==> src/rtl/freq_period_meter.sv <==
// Frequency and period meter for a slow asynchronous square wave, in units of clk.
// Frequency = rising edges per gate window; period = clk cycles between consecutive rising edges.
//
// state     | meaning
// ----------+------------------------------------------------------------
// S_IDLE    | counters cleared, valids low, results hold last values
// S_MEASURE | gate window, edge count and period count all running
module freq_period_meter #(
   parameter int GATE_CYCLES = 50000000,
   parameter int COUNT_W     = 27,
   parameter int PER_W       = 32
) (
   input  logic               clk,
   input  logic               rst,
   input  logic               en,
   input  logic               sig_in,
   output logic [COUNT_W-1:0] freq_count,
   output logic               freq_valid,
   output logic               freq_ovf,
   output logic [PER_W-1:0]   period_cycles,
   output logic               period_valid,
   output logic               period_ovf
);

   localparam int                 GATE_W    = $clog2(GATE_CYCLES);
   localparam logic [GATE_W-1:0]  GATE_LAST = GATE_W'(GATE_CYCLES - 1);
   localparam logic [COUNT_W-1:0] CNT_MAX   = '1;
   localparam logic [PER_W-1:0]   PER_MAX   = '1;
   localparam logic [PER_W-1:0]   PER_ONE   = PER_W'(1);

   typedef enum logic {
      S_IDLE    = 1'b0,
      S_MEASURE = 1'b1
   } state_t;

   state_t state_q, state_d;

   logic sync1_q, sync2_q, dly_q;
   logic rise;

   logic [GATE_W-1:0]  gate_cnt_q, gate_cnt_d;
   logic [COUNT_W-1:0] edge_cnt_q, edge_cnt_d;
   logic               edge_sat_q, edge_sat_d;
   logic [PER_W-1:0]   per_cnt_q, per_cnt_d;
   logic               armed_q, armed_d;

   logic [COUNT_W-1:0] freq_count_q, freq_count_d;
   logic               freq_valid_q, freq_valid_d;
   logic               freq_ovf_q, freq_ovf_d;
   logic [PER_W-1:0]   period_cycles_q, period_cycles_d;
   logic               period_valid_q, period_valid_d;
   logic               period_ovf_q, period_ovf_d;

   // Synchronizer and edge detector run in every state so detection latency is constant.
   always_ff @(posedge clk or posedge rst) begin
      if (rst) begin
         sync1_q <= 1'b0;
         sync2_q <= 1'b0;
         dly_q   <= 1'b0;
      end else begin
         sync1_q <= sig_in;
         sync2_q <= sync1_q;
         dly_q   <= sync2_q;
      end
   end

   assign rise = sync2_q & ~dly_q;

   always_ff @(posedge clk or posedge rst) begin
      if (rst) begin
         state_q         <= S_IDLE;
         gate_cnt_q      <= '0;
         edge_cnt_q      <= '0;
         edge_sat_q      <= 1'b0;
         per_cnt_q       <= '0;
         armed_q         <= 1'b0;
         freq_count_q    <= '0;
         freq_valid_q    <= 1'b0;
         freq_ovf_q      <= 1'b0;
         period_cycles_q <= '0;
         period_valid_q  <= 1'b0;
         period_ovf_q    <= 1'b0;
      end else begin
         state_q         <= state_d;
         gate_cnt_q      <= gate_cnt_d;
         edge_cnt_q      <= edge_cnt_d;
         edge_sat_q      <= edge_sat_d;
         per_cnt_q       <= per_cnt_d;
         armed_q         <= armed_d;
         freq_count_q    <= freq_count_d;
         freq_valid_q    <= freq_valid_d;
         freq_ovf_q      <= freq_ovf_d;
         period_cycles_q <= period_cycles_d;
         period_valid_q  <= period_valid_d;
         period_ovf_q    <= period_ovf_d;
      end
   end

   always_comb begin
      state_d = state_q;
      case (state_q)
         S_IDLE:    if (en)  state_d = S_MEASURE;
         S_MEASURE: if (!en) state_d = S_IDLE;
         default:   state_d = S_IDLE;
      endcase
   end

   // Counters only advance while staying in MEASURE; any other path clears them,
   // so a dropped enable discards the partial window and disarms the period path.
   always_comb begin
      gate_cnt_d      = '0;
      edge_cnt_d      = '0;
      edge_sat_d      = 1'b0;
      per_cnt_d       = '0;
      armed_d         = 1'b0;
      freq_count_d    = freq_count_q;
      freq_valid_d    = 1'b0;
      freq_ovf_d      = freq_ovf_q;
      period_cycles_d = period_cycles_q;
      period_valid_d  = 1'b0;
      period_ovf_d    = period_ovf_q;

      if (state_q == S_MEASURE && en) begin
         if (gate_cnt_q == GATE_LAST) begin
            freq_valid_d = 1'b1;
            if (rise && edge_cnt_q == CNT_MAX) begin
               freq_count_d = CNT_MAX;
               freq_ovf_d   = 1'b1;
            end else begin
               freq_count_d = edge_cnt_q + COUNT_W'(rise);
               freq_ovf_d   = edge_sat_q;
            end
         end else begin
            gate_cnt_d = gate_cnt_q + GATE_W'(1);
            edge_cnt_d = edge_cnt_q;
            edge_sat_d = edge_sat_q;
            if (rise) begin
               if (edge_cnt_q == CNT_MAX) edge_sat_d = 1'b1;
               else                       edge_cnt_d = edge_cnt_q + COUNT_W'(1);
            end
         end

         if (rise) begin
            armed_d   = 1'b1;
            per_cnt_d = PER_ONE;
            if (armed_q) begin
               period_cycles_d = per_cnt_q;
               period_ovf_d    = (per_cnt_q == PER_MAX);
               period_valid_d  = 1'b1;
            end
         end else if (armed_q) begin
            armed_d   = 1'b1;
            per_cnt_d = (per_cnt_q == PER_MAX) ? PER_MAX : per_cnt_q + PER_W'(1);
         end
      end
   end

   assign freq_count    = freq_count_q;
   assign freq_valid    = freq_valid_q;
   assign freq_ovf      = freq_ovf_q;
   assign period_cycles = period_cycles_q;
   assign period_valid  = period_valid_q;
   assign period_ovf    = period_ovf_q;

endmodule

==> config.mk <==
export PLATFORM = sky130hd
export DESIGN_NAME = freq_period_meter
export DESIGN_NICKNAME = d
export VERILOG_FILES = /design/src/rtl/freq_period_meter.sv
export SDC_FILE = /design/constraint.sdc
export NUM_CORES = 1
export LEC_CHECK = 0
export ABC_AREA = 1
export CORE_UTILIZATION = 59
export DETAILED_ROUTE_END_ITERATION = 12
export HOLD_SLACK_MARGIN = 0.08
export PLACE_DENSITY = 0.81
export SLEW_MARGIN = 20
export SYNTH_ARGS = -nofsm -noshare
export SYNTH_HDL_FRONTEND = slang
export SYNTH_SLANG_ARGS = --single-unit
==> constraint.sdc <==
create_clock -name clk -period 6.55 [get_ports clk]
set_input_delay 1.31 -clock clk [delete_from_list [all_inputs] [get_ports clk]]
set_output_delay 1.31 -clock clk [all_outputs]
set_load 0.03 [all_outputs]
==> impl_metrics.toml <==
[global_route]
antenna_violations_before_repair = 0
grt.busiest_layer = "met2"
grt_usage_pct = 31.0
global_route_wire_length_before_repair_mm = 35.4
groute.layer.met1.usage_pct = 37.8
grtUsageMet3_pct = 5.90
grt.met2_usage_pct = 52.0
grt.overflow.total = 0
pin_count_of_the_biggest_net_entering_global_routing = 113
grt_pass1_vias = 7472

[synthesis]
yosys_warnings = 0
yosysMostFrequentCell = "nand2_1"
ys_dominant_reg_cell = "dfrtp_1"
synthArstFlopShare_pct = 100
postSynthCellCount = 1182
ys_ff_latch = 154
most_frequent_cells_after_synthesis = "393 x nand2_1, 154 x dfrtp_1, 152 x nor2_1, 144 x inv_1, 95 x nand3_1"
synthTopCellsByArea = "dfrtp_1 46%, nand2_1 17%, nor2_1 6.8%, inv_1 6.4%, nand3_1 5.6%"
syn_area_per_cell_sq_um = 7.13
synth_enable_flop_cells = 0
netlist.top_cell.by_area = "dfrtp_1"
ys_seq_area_share_pct = 45.7
synthDominantCellAreaShare_pct = 45.7
synth_area_sq_um = 8430
synthDistinctLibCells = 32
synth_nets = 1191

[setup_path]
startpoint_type_of_the_worst_setup_path = "input port"
crit_path_end_kind = "flip-flop"
critPathArrivalTime_ps = 3820
critical-path-max-stage-delay_ps = 650
r2r_cells = 11
cp.required_ps = 6870
critical_path.most_common_cell = "nand2_1"
critical_path_s_slowest_cell = "inv_1"
critical_path_class = "input port to flip-flop"
worst-path-max-fanout = 26
worstPathCellList = "clkdlybuf4s50_1 -> nand2_1 -> buf_4 -> inv_1 -> nand2_2 -> inv_1 -> nand2_1 -> nand2_1 -> nand2_1"

[final_layout]
filler_cell_count = 1201
area_delta_synth_final_pct = 16.6
multiInputGateArea_sq_um = 3880
finalNetCount = 1251
register_area_sq_um = 3850
final_layout_size_suffix_gt1_share_pct = 4.31
insertedDiodeCount = 0

[power]
static-leakage-power_nw = 4.60
powerDensity_nw_per_um2 = 205
ir_drop_uv = 177

[floorplan]
die_x_microns = 122
rows = 43
initial_utilization_pct = 60.5
core_sq_um = 13900
floorplan.die_area_sq_um = 14800
io_pins = 67
die_height_microns = 122

[timing]
worst_slack_ps = 3060
rsz_0062_raised_after_global_routing = "false"
timing.final.max_slew_violations = 0
worst_pin_slew_ps = 1130
totalNegativeSetupSlack_ps = 0
fmax_ghz = 0.286
setup_viol_count_final = 0
finalCritPeriodShare_pct = 53.3
fin_crit_ps = 3490
clock_skew_ps = 6.81
max_slew_margin_pct = 24.5
finalHoldViolations = 0

[drt]
vias_after_detailed_routing = 7775
route.antenna.remaining_nets = 0
dr.first_iter.drc_count = 675
drtPass1Iterations = 5
routed_wire_length_per_instance_microns = 14.6
postRouteWirelength_mm = 21.0
post_drt_via_cell_ratio = 5.42
detail_route.drc_violations = 0

[status]
outcome = "complete, no violations"

[clocking]
clk_pin_slew_worst_setup_hold_paths_ps = 60
cts_root_buffer = "clkbuf_16"
clock_tree.htree_level_count = 4
tritoncts = "yes"
cts-root-to-sink-buffers = 2
cts-hold-fix-buffers = 0
cts.repair.resized = 0
cts.sink_count = 154
worstSkewPairLatency_ps = 440
cts.repair_timing.setup_buffer_count = 0
cts_made_buffers = 17

[place]
numPortBuffers = 66
dp_worst_setup_slack_ps = 2630
final_wtd_congestion = 0.988
hpwl_dp_mm = 14.8

[min_path]
hold_path_depth = 0
timing.hold.worst.class = "flip-flop to flip-flop"

[flow_run]
maxCapViolCount = 0
## critical path, delay by kind of cell
| family | cells | cell delay, ps |
|---|---|---|
| and+or+nand+nor | 5 | 990 |
| buffers and inverters | 4 | 1510 |
## state kept, by name, indices dropped and copies added, names as in the netlist, 26 cells and up
name / cells
edge_cnt_q: 27
freq_count: 27
gate_cnt_q: 26
per_cnt_q: 32
period_cycles: 32
## power by group
part / switching (mW) / leakage (nW) / internal [mW]
clock: 0.395 / 0.292 / 0.616
combinational: 0.0401 / 2.17 / 0.00963
sequential: 0.00237 / 2.14 / 0.955
## layout make-up
| class | instances | area share [%] |
|---|---|---|
| clock buffer | 20 | 4.64 |
| clock inverter | 11 | 1.49 |
| inverter | 147 | 5.69 |
| multi-input combinational | 850 | 39.5 |
| sequential | 154 | 39.2 |
| tap | 180 | 2.29 |
| timing repair buffer | 72 | 7.18 |
## cell families (layout without fill, tap and decap cells)
group | Yosys count | count (layout) | share of synthesized area (%)
AND/OR/NAND/NOR | 723 | 723 | 36.2
buffers and inverters | 178 | 250 | 8.21
flip-flops | 154 | 154 | 45.7
AO/OA/AOI/OAI | 85 | 85 | 5.27
XOR/XNOR | 37 | 37 | 3.84
adder cells (fa/ha/maj) | 5 | 5 | 0.742
## layer usage
layer	share of wire [%]	vias up
met4	3.7	0
met3	4.5	57
met2	50	246
met1	42	3640
met5	0	-
li1	-	3832
## worst paths after layout
check                              start                to  slack (ps)
min                              sync1_q           sync2_q         350
max reg2reg                gate_cnt_q[0]     edge_cnt_q[4]        3370
max in group asynchronous            rst     per_cnt_q[15]        4050
min reg2reg                      sync1_q           sync2_q         350
max                                   en     edge_cnt_q[4]        3060
min in group asynchronous            rst  period_cycles[8]        1440
## stage by stage
step                      hold slack (ps)  cells  util, %  power [mW]  instance area, sq um
after floorplan                       331   1182        -        1.01                  8430
after global placement                343   1403     66.2        1.02                  9230
after detailed placement              338   1403     66.2        1.03                  9230
after CTS                             351   1434     70.5        2.03                  9830
after global routing                  364   1434     70.6        2.07                  9830
final                                 349   1434     70.6        2.02                  9830
## placed cells by master (no fill, tap or decap), types with 4 or more instances in the layout
cell type        count
a21oi_1             19
a31oi_1              5
buf_4                6
clkbuf_16           17
clkdlybuf4s50_1     66
dfrtp_1            154
ha_1                 5
inv_1              143
nand2_1            393
nand3_1             95
nand4_1             30
nor2_1             152
nor2_2               5
nor3_1              33
nor3b_1              4
o21ai_0             51
o21ai_1              5
xnor2_1              9
xor2_1              28
(Power assumes the default switching activity.)
